`src/rtl/sys_inst_injector_if.sv`:
```
// sys_inst_injector_if
//   Bundles the fetch-side signals around the system instruction injector.
//   master : fetch/sequencer side (drives stream, memory word, PC; observes results)
//   slave  : the injector itself
//   Signals:
//     sys_active, sys_inst  - sequencer stream flag and word
//     mem_inst, fetch_pc    - instruction-memory word and current PC
//     inst_out              - word forwarded to decode
//     pc_stall, pc_restore  - PC hold / reload-from-saved_pc pulse
//     saved_pc, inj_count   - PC captured at start, words injected
//     seq_done, overrun     - completion pulse, sticky forced-termination flag
interface sys_inst_injector_if;
    logic        sys_active;
    logic [31:0] sys_inst;
    logic [31:0] mem_inst;
    logic [31:0] fetch_pc;
    logic [31:0] inst_out;
    logic        pc_stall;
    logic        pc_restore;
    logic [31:0] saved_pc;
    logic [3:0]  inj_count;
    logic        seq_done;
    logic        overrun;

    modport master (
        output sys_active, sys_inst, mem_inst, fetch_pc,
        input  inst_out, pc_stall, pc_restore, saved_pc, inj_count, seq_done, overrun
    );

    modport slave (
        input  sys_active, sys_inst, mem_inst, fetch_pc,
        output inst_out, pc_stall, pc_restore, saved_pc, inj_count, seq_done, overrun
    );
endinterface

```
`src/rtl/sys_inst_injector.sv`:
```
// sys_inst_injector
//   Fetch-stage injector. While the system instruction sequencer is active,
//   its words replace instruction-memory output and the PC is held. When the
//   stream ends (or MAX_INJ words have been taken) the pipeline is flushed
//   with DRAIN_CYCLES NOPs, then a one-cycle restore pulse reloads the PC
//   from saved_pc.
//   Ports:
//     clk    - system clock, rising edge
//     reset  - asynchronous, active-high
//     bus    - sys_inst_injector_if.slave (stream in, memory word/PC in,
//              decode word and PC control out)
module sys_inst_injector #(
    parameter int unsigned DRAIN_CYCLES = 2,
    parameter int unsigned MAX_INJ      = 14,
    parameter logic [31:0] NOP_WORD     = 32'h00000013
) (
    input  logic                 clk,
    input  logic                 reset,
    sys_inst_injector_if.slave   bus
);

    typedef enum logic [1:0] {
        IDLE    = 2'd0,
        INJECT  = 2'd1,
        DRAIN   = 2'd2,
        RESTORE = 2'd3
    } state_t;

    localparam logic [3:0] INJ_MAX    = 4'(MAX_INJ);
    localparam logic [3:0] INJ_LAST   = 4'(MAX_INJ - 1);
    localparam logic [2:0] DRAIN_LAST = 3'(DRAIN_CYCLES - 1);

    state_t      state, state_next;
    logic        active_d1;
    logic        pending;
    logic        overrun_r;
    logic [31:0] saved_pc_r;
    logic [3:0]  inj_count_r;
    logic [2:0]  drain_cnt;
    logic        start;
    logic        begin_seq;
    logic        last_word;

    assign start     = bus.sys_active & ~active_d1;
    assign begin_seq = start | pending;
    // Word at the MAX_INJ limit is still injected, then the sequence is cut off.
    assign last_word = bus.sys_active && (inj_count_r == INJ_LAST);

    always_ff @(posedge clk or posedge reset) begin
        if (reset) begin
            state <= IDLE;
        end else begin
            state <= state_next;
        end
    end

    always_comb begin
        state_next = state;
        unique case (state)
            IDLE:    if (begin_seq) state_next = INJECT;
            INJECT:  if (!bus.sys_active || last_word) state_next = DRAIN;
            DRAIN:   if (drain_cnt == DRAIN_LAST) state_next = RESTORE;
            RESTORE: state_next = IDLE;
            default: state_next = IDLE;
        endcase
    end

    always_comb begin
        bus.inst_out   = bus.mem_inst;
        bus.pc_stall   = 1'b0;
        bus.pc_restore = 1'b0;
        bus.seq_done   = 1'b0;
        unique case (state)
            IDLE: ;
            INJECT: begin
                bus.pc_stall = 1'b1;
                if (bus.sys_active && bus.sys_inst != '0) begin
                    bus.inst_out = bus.sys_inst;
                end else begin
                    bus.inst_out = NOP_WORD;
                end
            end
            DRAIN: begin
                bus.pc_stall = 1'b1;
                bus.inst_out = NOP_WORD;
            end
            RESTORE: begin
                bus.pc_stall   = 1'b1;
                bus.pc_restore = 1'b1;
                bus.seq_done   = 1'b1;
                bus.inst_out   = NOP_WORD;
            end
            default: ;
        endcase
    end

    always_ff @(posedge clk or posedge reset) begin
        if (reset) begin
            active_d1   <= 1'b0;
            pending     <= 1'b0;
            overrun_r   <= 1'b0;
            saved_pc_r  <= '0;
            inj_count_r <= '0;
            drain_cnt   <= '0;
        end else begin
            active_d1 <= bus.sys_active;
            unique case (state)
                IDLE: begin
                    if (begin_seq) begin
                        saved_pc_r  <= bus.fetch_pc;
                        inj_count_r <= '0;
                        pending     <= 1'b0;
                    end
                end
                INJECT: begin
                    drain_cnt <= '0;
                    if (bus.sys_active) begin
                        if (inj_count_r != INJ_MAX) inj_count_r <= inj_count_r + 4'd1;
                        if (last_word) overrun_r <= 1'b1;
                    end
                end
                DRAIN: begin
                    drain_cnt <= drain_cnt + 3'd1;
                    if (start) pending <= 1'b1;
                end
                RESTORE: begin
                    if (start) pending <= 1'b1;
                end
                default: ;
            endcase
        end
    end

    assign bus.saved_pc  = saved_pc_r;
    assign bus.inj_count = inj_count_r;
    assign bus.overrun   = overrun_r;

endmodule

```
`src/flat_wrapper.sv`:
```
// flat-port wrapper written by rule: the top's interface ports become plain ports
module sys_inst_injector_flat 
#(
    parameter int unsigned DRAIN_CYCLES = 2,
    parameter int unsigned MAX_INJ      = 14,
    parameter logic [31:0] NOP_WORD     = 32'h00000013
)
  (clk, reset, bus_sys_active, bus_sys_inst, bus_mem_inst, bus_fetch_pc, bus_inst_out, bus_pc_stall, bus_pc_restore, bus_saved_pc, bus_inj_count, bus_seq_done, bus_overrun);
  sys_inst_injector_if bus_i ();
  input  logic clk;
  input  logic reset;
  input wire logic [$bits(bus_i.sys_active)-1:0] bus_sys_active;
  input wire logic [$bits(bus_i.sys_inst)-1:0] bus_sys_inst;
  input wire logic [$bits(bus_i.mem_inst)-1:0] bus_mem_inst;
  input wire logic [$bits(bus_i.fetch_pc)-1:0] bus_fetch_pc;
  output wire logic [$bits(bus_i.inst_out)-1:0] bus_inst_out;
  output wire logic [$bits(bus_i.pc_stall)-1:0] bus_pc_stall;
  output wire logic [$bits(bus_i.pc_restore)-1:0] bus_pc_restore;
  output wire logic [$bits(bus_i.saved_pc)-1:0] bus_saved_pc;
  output wire logic [$bits(bus_i.inj_count)-1:0] bus_inj_count;
  output wire logic [$bits(bus_i.seq_done)-1:0] bus_seq_done;
  output wire logic [$bits(bus_i.overrun)-1:0] bus_overrun;
  assign bus_i.sys_active = bus_sys_active;
  assign bus_i.sys_inst = bus_sys_inst;
  assign bus_i.mem_inst = bus_mem_inst;
  assign bus_i.fetch_pc = bus_fetch_pc;
  assign bus_inst_out = bus_i.inst_out;
  assign bus_pc_stall = bus_i.pc_stall;
  assign bus_pc_restore = bus_i.pc_restore;
  assign bus_saved_pc = bus_i.saved_pc;
  assign bus_inj_count = bus_i.inj_count;
  assign bus_seq_done = bus_i.seq_done;
  assign bus_overrun = bus_i.overrun;
  sys_inst_injector #(.DRAIN_CYCLES(DRAIN_CYCLES), .MAX_INJ(MAX_INJ), .NOP_WORD(NOP_WORD)) u_core (.clk(clk), .reset(reset), .bus(bus_i));
endmodule
```
`config.mk`:
```
export PLATFORM = sky130hd
export DESIGN_NAME = sys_inst_injector_flat
export DESIGN_NICKNAME = d
export VERILOG_FILES = /design/src/rtl/sys_inst_injector_if.sv /design/src/rtl/sys_inst_injector.sv /design/src/flat_wrapper.sv
export SDC_FILE = /design/constraint.sdc
export NUM_CORES = 1
export LEC_CHECK = 0
export ABC_CLOCK_PERIOD_IN_PS = 2000
export CORE_MARGIN = 2
export CORE_UTILIZATION = 34
export DETAILED_ROUTE_END_ITERATION = 16
export HOLD_SLACK_MARGIN = 0.1
export PLACE_DENSITY = 0.81
export SLEW_MARGIN = 20
export SYNTH_ARGS = -nofsm -noshare
export SYNTH_HDL_FRONTEND = slang
export SYNTH_SLANG_ARGS = --single-unit
```
`constraint.sdc`:
```
create_clock -name clk -period 2 [get_ports clk]
set_input_delay 0.4 -clock clk [delete_from_list [all_inputs] [get_ports clk]]
set_output_delay 0.4 -clock clk [all_outputs]
set_load 0.02 [all_outputs]
```
==> reports/metrics.yaml <==
final_layout:
  layoutNonFillerInstCount: 470
  antenna_cells: 0
  drive_gt1_share_pct: 36.9
  layout_common_cells: "clkdlybuf4s50_1 (105), dfrtp_1 (42), buf_6 (37), mux2_2 (31), dlygate4sd2_1 (30)"
  seq_area_um2: 1100
  final.fill_count: 426
  final_util_pct: 73.9
  synthToLayoutAreaGrowth_pct: 107
  multi_input_comb_area_um2: 1250
  final_common_cell: "clkdlybuf4s50_1"
  nNetsFinal: 500
timing:
  drv_slew: 0
  whs_ps: 432
  fin_crit_sh_pct: 116
  fin_crit_ps: 2320
  finalWorstSetupSlack_ps: -325
  finalHoldViolCount: 0
  rsz0062_at_grt: "true"
  skew_ps: 4.24
  finalSetupViolCount: 33
  relSlewSlack_pct: 55.7
  worst_pin_slew_ps: 661
  finalSetupTns_ps: -6490
  fmax_mhz: 430
global_routing:
  antenna_found_initial: 0
  grt_first_pass_wirelength_um: 12900
  grt_pass1_vias: 2571
  grt_start_max_net_pins: 28
  track_usage_pct: 22.4
  grt-ovfl-total: 0
die:
  die_h_um: 86.0
  num_io_pins: 171
  start_util_pct: 35.6
  dieArea_um2: 7400
  fp-row-count: 29
  dieWidth_um: 86.0
  core_um2: 6420
power:
  power.leakage_nw: 2.06
  powerDensity_nw_per_um2: 1520
  ir_drop_mv: 0.882
synthesis:
  synthDistinctLibCells: 36
  synth_top_area_share_pct: 48.1
  synth_top_cell_by_area: "dfrtp_1"
  mappedNetlistNets: 292
  yosys_warnings: 0
  synth_cells: 184
  seq_area_frac_synth_pct: 48.1
  synth.area.top_cells: "dfrtp_1 (48%), mux2_2 (15%), a22o_1 (11%)"
  ys_ff_latch: 44
  syn_area_um2: 2290
  synth_area_per_cell_um2: 12.4
clock_network:
  clock_latency_ps: 290
  h-tree-depth: 2
  path_clk_slew_ps: 80
  clk_path_buf_depth: 2
  cts_tree: "built"
  cts_buffers: 5
  cts_hold_buf: 0
  cts_root_buffer: "clkbuf_8"
  cts_sinks: 44
placement:
  place_hpwl_um: 5880
  dp.cells: 449
  place.gp.congestion: 0.793
  numPortBuffers: 170
setup_path:
  path_class: "reg2out"
  cpMostUsedCell: "buf_6"
  arrival_ps: 1920
  cp.required_ps: 1600
  cp_slowest_cell: "dfrtp_2"
  cp_cell_sequence: "buf_6, ha_4, nor3_4, o211ai_1, buf_4, o221a_4, buf_6"
  path_max_fanout: 3
  crit_buf_inv: 3
  max_stage_delay_ps: 430
  cpLargestDelayFamily: "buffers and inverters"
  critPathCaptureType: "output pin"
  startpoint_type: "register"
drt:
  drt_first_pass_iters: 5
  drt-total-wl_um: 8450
  drt-initial-drc-count: 81
  drc_errors: 0
  wire_per_inst_um: 18.0
  vias: 2441
  vias_per_cell: 5.19
  ant_nets: 0
outcome:
  status: "finished, violations left"
  failed_checks: "negative setup slack"
min_path:
  hp-class: "in2async"
run:
  cap_violations: 0
## final timing paths
check                                        start                   to  slack (ps)  cells past startpoint
worst max-delay path               u_core.state[1]      bus_inst_out[0]        -320                      7
worst min-delay path                         reset  u_core.drain_cnt[1]         430                      2
worst max register to register     u_core.state[1]      u_core.state[1]         120                      9
worst min register to register  u_core.bus.overrun   u_core.bus.overrun         490                      1
max in group asynchronous                    reset     u_core.active_d1        1070                      3
min in group clk                u_core.bus.overrun   u_core.bus.overrun         490                      1
## where the power goes
group	switching, mW	internal (mW)
clock	0.305	0.243
combinational	2.32	2.79
sequential	0.266	1.31
total	2.89	4.34
## metal layers
layer | vias to the layer above | routed length, um | share of wire, % | GRT usage, %
met5 | - | 0 | 0 | 0
met4 | 0 | 211 | 2.5 | 7.65
met2 | 139 | 4520 | 54 | 41.1
li1 | 1129 | - | - | -
met3 | 16 | 639 | 7.6 | 5.77
met1 | 1157 | 3080 | 36 | 24.9
## cells in the mapped netlist
cell type	count
o221ai_1	2
buf_2	3
nor2_2	1
nor2_1	2
nand4_1	2
a21oi_1	1
a22o_1	29
nand3b_1	1
clkbuf_1	4
nor3_1	2
o21ai_0	3
o22ai_1	2
inv_1	10
dfrtp_1	44
o221a_2	3
mux2_1	1
and2_2	1
o311ai_4	1
a31oi_1	1
o21ai_1	1
o31ai_1	2
o21ai_4	1
a41o_1	1
mux2_4	1
o211ai_1	1
nor4_1	8
nand2_1	4
mux2i_1	1
nand2b_1	1
mux2_2	31
o2bb2ai_1	1
a221o_2	1
nand3_1	3
buf_4	4
ha_1	9
and2b_4	1
## per-stage QoR
stage / setup slack (ps) / instance area, um^2 / total power [mW]
2_1_floorplan: 99.8 / 2290 / 3.88
3_3_place_gp: -963 / 4280 / 5.85
3_5_place_dp: -959 / 4280 / 5.96
4_1_cts: -299 / 4700 / 7.15
5_1_grt: -401 / 4750 / 7.61
6_report: -325 / 4750 / 7.23
## repair_timing
action                                  in CTS  in global routing
setup buffers                                9                  2
cloned                                       3                  0
endpoints found under the setup margin      39                 35
pin swaps                                   22                 14
resized for setup                          264                  7
## layout make-up
class	count	share of cell area (%)
Sequential cell	44	23.2
Clock inverter	3	0.395
Inverter	10	0.843
Timing Repair Buffer	212	45.7
Clock buffer	5	1.45
Tap cell	77	2.03
Multi-Input combinational cell	119	26.4
## registers in the layout, summed over array words and instances, names as in the netlist
name,flops
u_core.bus.saved_pc,32
u_core.bus.inj_count,4
u_core.drain_cnt,3
u_core.state,2
u_core.active_d1,1
u_core.bus.overrun,1
u_core.pending,1
## worst register-to-register path: cells and delay by family, from the launching register on
family          cells  cell delay [ps]
simple gates        1               60
fa+ha+maj           1              140
mux                 1              300
flops               1              430
compound gates      2              370
buf+inv             4              480
## cells by family after synthesis
| kind of cell | share of synthesized area [%] |
|---|---|
| AO/OA/AOI/OAI | 19.4 |
| adder cells (fa/ha/maj) | 4.92 |
| buffers and inverters | 4.26 |
| flip-flops | 48.1 |
| multiplexers | 16.8 |
| AND/OR/NAND/NOR | 6.45 |
Power figures use the tool's default switching activity.
